<file path="src/rtl/mem_port_arbiter.sv">
// Two-requester arbiter for one memory port (counter unit priority + starvation limit; ARB_RR_EN = round-robin).
// Latency: write ack at T+2, read ack at T+2+MEM_LAT; requesters hold req/payload until their ack pulse.
module mem_port_arbiter #(
  parameter int AW        = 12,
  parameter int DW        = 16,
  parameter int MEM_LAT   = 1,
  parameter int MAX_STEAL = 4
) (
  input  logic          clk,
  input  logic          rst_n,
  input  logic          seq_req,
  input  logic          seq_we,
  input  logic [AW-1:0] seq_addr,
  input  logic [DW-1:0] seq_wdata,
  output logic          seq_ack,
  output logic [DW-1:0] seq_rdata,
  input  logic          cnt_req,
  input  logic          cnt_we,
  input  logic [AW-1:0] cnt_addr,
  input  logic [DW-1:0] cnt_wdata,
  output logic          cnt_ack,
  output logic [DW-1:0] cnt_rdata,
  output logic          mem_en,
  output logic          mem_we,
  output logic [AW-1:0] mem_addr,
  output logic [DW-1:0] mem_wdata,
  input  logic [DW-1:0] mem_rdata,
  output logic          busy
);

  typedef enum logic [1:0] {IDLE, ISSUE, WAIT, DONE} state_t;

  localparam int LW = (MEM_LAT > 1) ? $clog2(MEM_LAT) : 1;

  state_t        state_q, state_d;
  logic          gnt_q, gnt_d;          // 1 = counter unit owns the transaction
  logic          we_q, we_d;
  logic [AW-1:0] addr_q, addr_d;
  logic [DW-1:0] wdata_q, wdata_d;
  logic [LW-1:0] lat_q, lat_d;
  logic [DW-1:0] seq_rdata_q, seq_rdata_d;
  logic [DW-1:0] cnt_rdata_q, cnt_rdata_d;
  logic          pick_cnt;

`ifdef ARB_RR_EN
  logic last_q, last_d;

  always_comb begin
    pick_cnt = cnt_req && (!seq_req || !last_q);
    last_d   = last_q;
    if (state_q == IDLE && (seq_req || cnt_req)) begin
      last_d = pick_cnt;
    end
  end

  always_ff @(posedge clk or negedge rst_n) begin
    if (!rst_n) begin
      last_q <= 1'b1;
    end else begin
      last_q <= last_d;
    end
  end
`else
  localparam int SW = (MAX_STEAL > 0) ? $clog2(MAX_STEAL + 1) : 1;

  logic [SW-1:0] steal_q, steal_d;

  // Counter unit wins contention until it has stolen MAX_STEAL grants in a row.
  always_comb begin
    pick_cnt = cnt_req && (!seq_req || (steal_q != SW'(MAX_STEAL)));
    steal_d  = steal_q;
    if (state_q == IDLE) begin
      if (!seq_req) begin
        steal_d = '0;
      end else if (pick_cnt) begin
        if (steal_q != SW'(MAX_STEAL)) begin
          steal_d = steal_q + SW'(1);
        end
      end else begin
        steal_d = '0;
      end
    end
  end

  always_ff @(posedge clk or negedge rst_n) begin
    if (!rst_n) begin
      steal_q <= '0;
    end else begin
      steal_q <= steal_d;
    end
  end
`endif

  always_comb begin
    state_d     = state_q;
    gnt_d       = gnt_q;
    we_d        = we_q;
    addr_d      = addr_q;
    wdata_d     = wdata_q;
    lat_d       = lat_q;
    seq_rdata_d = seq_rdata_q;
    cnt_rdata_d = cnt_rdata_q;
    case (state_q)
      IDLE: begin
        if (seq_req || cnt_req) begin
          gnt_d   = pick_cnt;
          we_d    = pick_cnt ? cnt_we    : seq_we;
          addr_d  = pick_cnt ? cnt_addr  : seq_addr;
          wdata_d = pick_cnt ? cnt_wdata : seq_wdata;
          state_d = ISSUE;
        end
      end
      ISSUE: begin
        lat_d   = '0;
        state_d = we_q ? DONE : WAIT;
      end
      WAIT: begin
        if (lat_q == LW'(MEM_LAT - 1)) begin
          if (gnt_q) begin
            cnt_rdata_d = mem_rdata;
          end else begin
            seq_rdata_d = mem_rdata;
          end
          state_d = DONE;
        end else begin
          lat_d = lat_q + LW'(1);
        end
      end
      DONE:    state_d = IDLE;
      default: state_d = IDLE;
    endcase
  end

  always_ff @(posedge clk or negedge rst_n) begin
    if (!rst_n) begin
      state_q     <= IDLE;
      gnt_q       <= 1'b0;
      we_q        <= 1'b0;
      addr_q      <= '0;
      wdata_q     <= '0;
      lat_q       <= '0;
      seq_rdata_q <= '0;
      cnt_rdata_q <= '0;
    end else begin
      state_q     <= state_d;
      gnt_q       <= gnt_d;
      we_q        <= we_d;
      addr_q      <= addr_d;
      wdata_q     <= wdata_d;
      lat_q       <= lat_d;
      seq_rdata_q <= seq_rdata_d;
      cnt_rdata_q <= cnt_rdata_d;
    end
  end

  assign mem_en    = (state_q == ISSUE);
  assign mem_we    = mem_en && we_q;
  assign mem_addr  = addr_q;
  assign mem_wdata = wdata_q;
  assign seq_ack   = (state_q == DONE) && !gnt_q;
  assign cnt_ack   = (state_q == DONE) && gnt_q;
  assign seq_rdata = seq_rdata_q;
  assign cnt_rdata = cnt_rdata_q;
  assign busy      = (state_q != IDLE);

endmodule

</file>
<file path="config.mk">
export PLATFORM = sky130hd
export DESIGN_NAME = mem_port_arbiter
export DESIGN_NICKNAME = d
export VERILOG_FILES = /design/src/rtl/mem_port_arbiter.sv
export SDC_FILE = /design/constraint.sdc
export NUM_CORES = 1
export LEC_CHECK = 0
export BUFFER_PORTS_ARGS = -buffer_cell sky130_fd_sc_hd__buf_4
export CAP_MARGIN = 20
export CORE_MARGIN = 1
export CORE_UTILIZATION = 42
export CTS_CLUSTER_SIZE = 16
export DETAILED_ROUTE_END_ITERATION = 12
export GPL_ROUTABILITY_DRIVEN = 0
export PLACE_DENSITY = 0.81
export SLEW_MARGIN = 20
export SYNTH_ARGS = -nofsm -noshare
export SYNTH_HDL_FRONTEND = slang
export SYNTH_SLANG_ARGS = --single-unit
</file>
<file path="constraint.sdc">
create_clock -name clk -period 1.6 [get_ports clk]
set_clock_uncertainty 0.05 [all_clocks]
set_input_delay 0.08 -clock clk [delete_from_list [all_inputs] [get_ports clk]]
set_output_delay 0.08 -clock clk [all_outputs]
set_load 0.02 [all_outputs]
</file>
**Word level (Yosys, flattened, before mapping)**

Index checks and enable logic that the tools add are counted.

- Logic and storage cells: 48
- Register bits: 68
- Output and inout port bits: 65
- Input bits: 78

- Mux-type cells: 12
- Reductions and logical operators: 16
- Eq/ne operators: 7
- Bitwise gates (word level): 2
- $add $sub $neg: 2

Operators with widths:

| cell | number |
|---|---|
| 16-bit 2-to-1 mux | 1 |
| 12-bit 2-to-1 mux | 1 |
| 3-bit 2-to-1 mux | 3 |
| 2-bit case mux with 4 select lines | 1 |
| 2-bit AND reduction | 3 |
| 3-bit AND reduction | 2 |
| 2-bit == test, second input constant | 2 |
| 1-bit logical AND | 4 |
| 2-bit 2-to-1 mux | 2 |
| 2-bit nonzero test | 2 |
| 3-bit by 1-bit adder with 3-bit output, second input constant | 1 |
| 1-bit 2-to-1 mux | 3 |
| 3-bit by 2-bit != test with 1-bit output, second input constant | 1 |
| 3-bit != test, second input constant | 1 |
| 2-bit by 1-bit == test with 1-bit output, second input constant | 1 |
| 1-bit zero test | 2 |
| 2-bit zero test | 1 |
| 1-bit logical OR | 2 |
| 2-bit by 1-bit != test with 1-bit output, second input constant | 1 |
| 2-bit != test, second input constant | 1 |
| 1-bit inverter | 2 |
| 1-bit case mux with 2 select lines | 1 |
| 1-bit adder, second input constant | 1 |

**Longest topological paths before layout**

Gate-level depths: netlist of the first run.

- Depth in word-level cells: 5
- Gate-level depth with buffers: 8
- Mapped depth without buffers: 5

**Worst setup path after synthesis of the first run**

OpenSTA, ideal clock, no wires.

- Path type: register to register
- Start: reg state_q[0]
- End: reg state_q[1]
- Arrival time: 1.451 ns
- Clock period less this slack: 1.628 ns
- Slack: -0.028 ns
- Cell stages (with the launch flop): 6
- Setup time: 0.127 ns
- Cell sequence: dfrtp_1 -> inv_1 -> ha_1 -> inv_1 -> or3_1 -> mux2_1

- Word-level cells in the longest chain between the ends: 3
- Elaborated cells between the ends (all ways): 8
- Those cells by class: 5 x eq/ne; 1 x mux; 2 x reduce/logical

Ends and longest elaborated chain:

| what | line | RTL |
|---|---|---|
| start: declaration | 35 | `state_t state_q, state_d;` |
| start signal: assignment | 145 | `state_q <= state_d;` |
| 2-bit == test or 2-bit zero test (tied branches) | 103 | `case (state_q)` |
| 2-bit != test (no line) or 2-bit by 1-bit != test with 1-bit output (tied branches) | n/a |  |
| 2-bit AND reduction (no line) | n/a |  |

Several ways; a longest one is shown, not always the timed one.
A chain may end at the register's enable or synchronous reset.

**Worst setup path after layout of the first run**

- Start: reg state_q[1]
- End: reg seq_rdata_q[14] (netlist: seq_rdata[14])

- Word-level cells in the longest chain between the ends: 2

Ends and longest elaborated chain:

| what | line | RTL |
|---|---|---|
| 2-bit == test | 103 |  |
| 3-bit AND reduction (no line) | n/a |  |
| end signal: assignment | 151 | `seq_rdata_q <= seq_rdata_d;` |
| end: declaration | 41 | `logic [DW-1:0] seq_rdata_q, seq_rdata_d;` |

Every way passes these cells.

==> results.tsv, run 1 <==
metric	value	unit
area_growth	74.3	%
p_leak	2.43	nW
synth.cell_area	3010	µm²
synth-xor-area-share	0	
fp.dieH	86.7	µm
ys_warn_count	0	
die_w	86.7	µm
drive_gt1_frac	0.404	
synthFlopType	dfrtp_1	
fin_nets	571	
route.detailed.wl_per_inst	16.7	µm
crit_family	flip-flops	
crit_path_start_kind	flip-flop	
synth_compound_area_frac	0.0872	
slowest_delay	0.39	ns
synth-async-reset-ratio	1.00	
synthTopCellsByArea	dfrtp_1 56%, nand2_1 7.5%, o211ai_1 7.2%	
num_vias	3141	
endpoint_kind	flip-flop	
synthTopCellsByCount	67 x dfrtp_1, 60 x nand2_1, 30 x nand4_1	
finalSetupTns	0	ns
critical_path_class	reg -> reg	
grt_max_degree	40	
ioPinCount	143	
drt_first_iter_violations	133	
worstHoldStart	cnt_wdata[5]	
initial_core_util	0.439	
clock-sinks	67	
status	finished, final reports clean	
grt.total_usage	0.271	
cts_tree	yes	
setup_viol	0	
fillerInstances	423	
grt_pass1_wl	15500	µm
clock_latency	0.33	ns
post_cts_buffers	0	
synth_edf_count	0	
vdd_drop_max	905	µV
slowest_stage	dfrtp_1	
slew-limit-headroom	0.741	
arrival	1.68	ns
cts_root_buffer	clkbuf_8	
synth_mux_area_frac	0.133	
ys_seq_elements	67	
path_cells	buf_4, ha_1, nand2b_1, buf_12, mux2_1	
seq_area_frac_synth	0.556	
row_count	30	
core-area	6870	µm²
finalHoldViolations	0	
regToRegStartpoint	state_q[1]	
yosys.area_share.adder	0.0249	
placed_cells	502	
antenna_found_initial	0	
netlist.area_leader.share	0.556	
routed_via_density	5.34	
synth_top_cell_by_area	dfrtp_1	
synth_top_family_by_area	simple AND/OR/NAND/NOR gates	
critPathBufInv	2	
drv_cap	0	
period_share	0.957	
max_freq	0.653	GHz
die-area	7520	µm²
dr.pass1.iters	4	
power.density	1870	nW/µm²
hpwlAfterDp	5610	µm
crit_required	1.75	ns
cts_made_buffers	9	
synth_simple_gate_area_frac	0.155	
syn_avg_cell_area	11.1	µm²
final_cells	588	
worst_pin_slew	0.388	ns
drtAntennaViolNets	0	
grt-ovfl-total	0	
grt_pass1_vias	3253	
cts_buffer_depth	2	
synthDistinctLibCells	25	
drcViolationCount	0	
p_total	9.81	mW
port_buffers	142	
routed_wl	9820	µm
diodes	0	
rsz0062_at_grt	no	
final_max_slew_viol_count	0	
synth.most_common_cell	dfrtp_1	
period_needed	1.53	ns
synth_nets	355	
syn_inst	271	
worstPathMaxFanout	16	
hold_class	in -> reg	
crit_start	state_q[1]	
htreeDepth	3	
clk_pin_slew_worst_paths	0.07	ns
[layer usage]
| layer | vias to the layer above | global-route usage | wire length [µm] | part of all wire |
|---|---|---|---|---|
| met5 | - | 0 | 0 | 0 |
| met4 | 0 | 0.112 | 284 | 0.029 |
| met3 | 32 | 0.0733 | 820 | 0.084 |
| met2 | 193 | 0.481 | 4940 | 0.50 |
| met1 | 1510 | 0.307 | 3770 | 0.38 |
| li1 | 1406 | - | - | - |
[metrics by stage]
step / setup WS [ns] / hold WS (ns) / util / instance area, µm²
finish: 0.0695 / 0.00675 / 0.764 / 5250
global route: 0.00458 / 0.000155 / 0.764 / 5250
CTS: 0.0226 / 0.00161 / 0.759 / 5220
detailed placement: -0.0267 / -0.0202 / 0.624 / 4290
global placement: 0.0606 / -0.0251 / 0.624 / 4290
floorplan: 0.0151 / -0.266 / - / 3020
[worst paths after layout]
check / cells after the start / end / slack [ns]
setup / recovery: 5 / seq_rdata[14] / 0.07
hold / removal: 3 / mem_wdata[5] / 0.007
setup reg to reg: 5 / seq_rdata[14] / 0.07
hold reg to reg: 1 / seq_rdata[11] / 0.45
max in group asynchronous: 3 / we_q / 0.77
min in group asynchronous: 2 / mem_addr[1] / 0.19
[logic make-up after synthesis]
family          count (synthesis)
flops                          67
simple gates                   99
fa+ha+maj                       6
compound gates                 35
buf+inv                        28
mux                            36
[power by group]
group          total [mW]  internal (mW)  switching (mW)
sequential           3.06           2.56           0.501
combinational        5.19           2.46            2.72
clock                1.57          0.920           0.649
total                9.81           5.94            3.88
[worst min-delay path: stages]
cell and delay [ns]:
buf_4 0.09, nand4_1 0.08, o211ai_1 0.09
[sequential cells by signal, summed over array words and instances, names as in the netlist]
| register | count |
|---|---|
| cnt_rdata | 16 |
| gnt_q | 1 |
| mem_addr | 12 |
| mem_wdata | 16 |
| seq_rdata | 16 |
| state_q | 2 |
| steal_q | 3 |
| we_q | 1 |
[layout by cell type (no fill, tap or decap), drive strengths merged, types with 3 or more instances in the layout]
cell         instances
dfrtp               67
nand4               30
dlygate4sd3         69
buf                158
mux2                33
inv                  5
clkbuf              11
nand2               60
ha                   6
o211ai              29
and2                 3
mux2i                3
[area by class of cell]
| class | count | area (µm²) | area share |
|---|---|---|---|
| Clock inverter | 6 | 88.8 | 0.0169 |
| Sequential cell | 67 | 1680 | 0.319 |
| Multi-Input combinational cell | 176 | 1230 | 0.235 |
| Tap cell | 96 | 120 | 0.0229 |
| Inverter | 5 | 18.8 | 0.00357 |
| Clock buffer | 10 | 138 | 0.0262 |
| Timing Repair Buffer | 228 | 1980 | 0.377 |
[what timing repair did]
action                                  4_1_cts  5_1_grt
gates cloned                                  0        1
endpoints found under the setup margin        7       21
endpoints found under the hold margin       129        0
resized for setup                             2        6
hold buffers                                 69        0
Note: power is estimated with default switching activity, not from simulation.
==> run 2: changes to the inputs <==
--- a/config.mk
+++ b/config.mk
@@ -5,14 +5,15 @@
 export SDC_FILE = /design/constraint.sdc
 export NUM_CORES = 1
 export LEC_CHECK = 0
-export BUFFER_PORTS_ARGS = -buffer_cell sky130_fd_sc_hd__buf_4
 export CAP_MARGIN = 20
 export CORE_MARGIN = 1
-export CORE_UTILIZATION = 42
+export CORE_UTILIZATION = 45
 export CTS_CLUSTER_SIZE = 16
 export DETAILED_ROUTE_END_ITERATION = 12
+export DONT_BUFFER_PORTS = 1
 export GPL_ROUTABILITY_DRIVEN = 0
-export PLACE_DENSITY = 0.81
+export PLACE_DENSITY = 0.67
+export SKIP_LAST_GASP = 1
 export SLEW_MARGIN = 20
 export SYNTH_ARGS = -nofsm -noshare
 export SYNTH_HDL_FRONTEND = slang
==> results.tsv, run 2 (synthesized netlist as in run 1, its figures left out) <==
metric	value	unit	change
status	finished, violations left		
violations	DRC, hold timing		
die_w	83.8	µm	-3.3%
regToRegStartpoint	state_q[0]		
finish.instance_area	4150	µm²	-21%
grt-ovfl-total	0		unchanged
route.detailed.wl_per_inst	18.4	µm	+10%
final_cells	431		-27%
worstPathMaxFanout	16		unchanged
drcViolationCount	24		+24
final_max_slew_viol_count	0		unchanged
drv_cap	0		unchanged
cts_buffer_depth	2		unchanged
htreeDepth	3		unchanged
cts_root_buffer	clkbuf_8		
diodes	0		unchanged
period_share	0.961		+0.00456
clk_pin_slew_worst_paths	0.08	ns	about the same
critical_path_class	reg -> reg		
rsz0062_at_grt	yes		
fillerInstances	460		+8.7%
area_growth	37.8	%	
grt_max_degree	68		+70%
clock-sinks	67		unchanged
row_count	29		-3.3%
power.density	1940	nW/µm²	+4.0%
core-area	6420	µm²	-6.5%
crit_start	state_q[0]		
place_area	3170	µm²	-26%
antenna_found_initial	0		unchanged
initial_core_util	0.469		+0.0305
clock_latency	0.34	ns	about the same
arrival	1.70	ns	+0.02 ns
ioPinCount	143		unchanged
drtAntennaViolNets	0		unchanged
grt.total_usage	0.240		-0.0308
hold_class	in -> async		
port_buffers	0		-100%
grt_pass1_vias	2696		-17%
cts_tree	yes		
final_util	0.647		-0.118
setup_viol	0		unchanged
hpwlAfterDp	4300	µm	-23%
drt_first_iter_violations	125		-6.0%
fin_nets	433		-24%
dr.pass1.iters	9		+5
crit_required	1.77	ns	+0.02 ns
num_vias	2495		-21%
period_needed	1.54	ns	+0.00729 ns
vdd_drop_max	825	µV	-8.8%
ctsHoldBuffers	76		+10%
grt_pass1_wl	13100	µm	-15%
drive_gt1_frac	0.150		-0.255
whs	-0.617	ns	-0.624 ns
final_cell_mix	75 x dlygate4sd3_1, 67 x dfrtp_1, 60 x nand2_1		
die-area	7030	µm²	-6.5%
cts_made_buffers	9		unchanged
max_freq	0.650	GHz	-0.47%
p_leak	1.73	nW	-29%
p_total	8.07	mW	-18%
fp.dieH	83.8	µm	-3.3%
placed_cells	339		-32%
routed_wl	7940	µm	-19%
slew-limit-headroom	0.735		-0.00572
post_cts_buffers	0		unchanged
finalHoldViolations	67		+67
final_common_cell	dlygate4sd3_1		
routed_via_density	5.79		+8.4%
endpoint_kind	flip-flop		
worst_pin_slew	0.396	ns	+0.00776 ns
crit_path_start_kind	flip-flop		
==> run 2: worst paths after layout <==
kind / end / slack, ns / cells past startpoint
hold reg to reg: we_q / 0.47 / 2
setup / recovery: seq_rdata[11] / 0.06 / 6
hold / removal: seq_rdata[2] / -0.62 / 0
min in group clk: steal_q[0] / 0.04 / 3
max in group asynchronous: mem_addr[11] / 2.02 / 0
setup reg to reg: seq_rdata[11] / 0.06 / 6
==> run 2: power by group <==
part           switching (mW)  internal (mW)  total (mW)  leakage [nW]
clock                   0.645          0.723        1.37        0.0966
sequential               1.54           2.55        4.09         0.806
combinational            1.28           1.33        2.61         0.829
==> run 2: per-stage QoR <==
stage          hold WS, ns  setup WS [ns]  TNS (ns)
4_1_cts             -0.640         0.0204         0
3_3_place_gp        -0.264         0.0261         0
3_5_place_dp        -0.264        -0.0476   -0.0476
5_1_grt             -0.640        -0.0200   -0.0966
6_report            -0.617         0.0622         0
2_1_floorplan       -0.266         0.0151         0
==> run 2: what timing repair did <==
item	in CTS	in global routing
hold endpoints to repair	133	67
resized for setup	2	4
setup endpoints to repair	1	34
==> run 2: routing by layer <==
metal / global-route usage / part of all wire / vias to the layer above
met2: 0.409 / 0.49 / 164
met5: 0 / 0 / -
met4: 0.116 / 0.030 / 0
met3: 0.0603 / 0.091 / 23
li1: - / - / 1126
met1: 0.282 / 0.39 / 1182
==> run 2: area by class of cell <==
| class | instances | area (µm²) | share of cell area |
|---|---|---|---|
| inverter | 5 | 18.8 | 0.00452 |
| sequential | 67 | 1680 | 0.404 |
| clock buffer | 10 | 128 | 0.0307 |
| clock inverter | 6 | 65.1 | 0.0157 |
| multi-input combinational | 176 | 1230 | 0.296 |
| timing repair buffer | 90 | 938 | 0.226 |
| tap | 77 | 96.3 | 0.0232 |
==> run 2: critical path: stages, from the launching register on <==
cell	delay [ns]
dfrtp_1	0.37
inv_2	0.06
buf_4	0.12
ha_1	0.20
nand2b_1	0.12
buf_12	0.16
mux2_1	0.34
==> run 3: changes to the inputs <==
--- a/config.mk
+++ b/config.mk
@@ -7,12 +7,12 @@
 export LEC_CHECK = 0
 export CAP_MARGIN = 20
 export CORE_MARGIN = 1
-export CORE_UTILIZATION = 45
+export CORE_UTILIZATION = 56
 export CTS_CLUSTER_SIZE = 16
 export DETAILED_ROUTE_END_ITERATION = 12
 export DONT_BUFFER_PORTS = 1
 export GPL_ROUTABILITY_DRIVEN = 0
-export PLACE_DENSITY = 0.67
+export PLACE_DENSITY = 0.79
 export SKIP_LAST_GASP = 1
 export SLEW_MARGIN = 20
 export SYNTH_ARGS = -nofsm -noshare
==> results.tsv, run 3 (synthesized netlist as in run 1, its figures left out) <==
metric	value	unit	change
clock_latency	0.33	ns	about the same
finalHoldViolations	67		unchanged
fp.dieH	75.4	µm	-10%
p_leak	1.76	nW	+1.6%
period_needed	1.54	ns	+0.00142 ns
port_buffers	0		unchanged
crit_path_start_kind	flip-flop		
num_vias	2553		+2.3%
rsz0062_at_grt	no		
grt_max_degree	68		unchanged
finish.instance_area	4180	µm²	+0.57%
fin_nets	436		+0.69%
die-area	5680	µm²	-19%
finalSetupTns	0	ns	unchanged
area_growth	38.6	%	
htreeDepth	3		unchanged
grt.total_usage	0.262		+0.0227
row_count	26		-10%
cts_made_buffers	9		unchanged
vdd_drop_max	1150	µV	+39%
final_util	0.813		+0.166
routed_wl	8520	µm	+7.4%
max_freq	0.650	GHz	about the same
period_share	0.962		about the same
final_cells	427		-0.93%
die_w	75.4	µm	-10%
multiInputGateArea	1220	µm²	-0.41%
crit_required	1.47	ns	-0.30 ns
worstPathMaxFanout	4		-12
clk_pin_slew_worst_paths	0.07	ns	about the same
place_area	3180	µm²	+0.43%
route.detailed.wl_per_inst	20.0	µm	+8.4%
diodes	0		unchanged
power.density	1990	nW/µm²	+2.2%
final_cell_mix	75 x dlygate4sd3_1, 67 x dfrtp_1, 60 x nand2_1		
final_common_cell	dlygate4sd3_1		
antenna_found_initial	0		unchanged
drv_cap	0		unchanged
routed_via_density	5.98		+3.3%
endpoint_kind	output pin		
clock-sinks	67		unchanged
cts_buffer_depth	2		unchanged
cts_tree	yes		
drive_gt1_frac	0.154		+0.00434
status	finished, violations left		
whs	-0.615	ns	+0.00201 ns
core-area	5140	µm²	-20%
post_cts_buffers	0		unchanged
cts_root_buffer	clkbuf_8		
seq_area	1680	µm²	unchanged
p_total	8.29	mW	+2.7%
grt_pass1_wl	10900	µm	-17%
r2r_setup_slack	0.07	ns	about the same
grt-ovfl-total	0		unchanged
hpwlAfterDp	4510	µm	+4.8%
final_max_slew_viol_count	0		unchanged
initial_core_util	0.586		+0.117
critical_path_class	reg -> out		
drt_first_iter_violations	155		+24%
fillerInstances	295		-36%
hold_class	in -> async		
grt_pass1_vias	2270		-16%
setup_ws	0.0608	ns	-0.00142 ns
ioPinCount	143		unchanged
arrival	1.41	ns	-0.29 ns
dr.pass1.iters	4		-5
worst_pin_slew	0.394	ns	-0.00211 ns
placed_cells	335		-1.2%
slew-limit-headroom	0.737		+0.00141
drcViolationCount	0		-100%
dp_slack	0.0157	ns	+0.0632 ns
violations	hold timing		
drtAntennaViolNets	0		unchanged
setup_viol	0		unchanged
[run 3: changes by cell type in the layout (fill, tap and decap cells not counted), sizes merged]
| cell | before | now |
|---|---|---|
| buf | 15 | 18 |
| clkbuf | 10 | 12 |
| clkinvlp | 1 | 0 |
| inv | 6 | 5 |
[run 3: cell type report]
class                   count  share of cell area
well taps                  70              0.0210
multi-input cells         176               0.293
inverters                   5             0.00449
repair buffers             93               0.231
clock buffers              12              0.0371
flip-flops and latches     67               0.401
clock inverters             4              0.0117
[run 3: path summary, 6_finish.rpt]
path                            start       endpoint  depth (start not counted)
max                        state_q[0]         mem_we                          4
min                             rst_n   cnt_rdata[4]                          0
max reg2reg                state_q[1]  cnt_rdata[14]                          5
min reg2reg                      we_q           we_q                          2
max in group asynchronous       rst_n     steal_q[2]                          0
min in group clk              cnt_req          gnt_q                          2
[run 3: timing repair]
action,in CTS,in global routing
endpoints found under the hold margin,133,100
endpoints found under the setup margin,0,25
resized for setup,0,7
hold buffers,46,30
[run 3: per-layer routing]
metal  part of all wire  track usage
met4              0.020        0.107
met1               0.38        0.312
met5                  0            0
met3               0.11       0.0926
met2               0.48        0.437
[run 3: report_power, final]
| group | internal (mW) | leakage [nW] | switching (mW) |
|---|---|---|---|
| clock | 0.803 | 0.106 | 0.612 |
| sequential | 2.55 | 0.806 | 1.58 |
| combinational | 1.36 | 0.847 | 1.38 |
[run 3: worst max-delay path: stages (launching register included)]
cell     delay [ns]
dfrtp_1        0.39
buf_4          0.16
ha_1           0.21
and2_1         0.17
buf_4          0.15
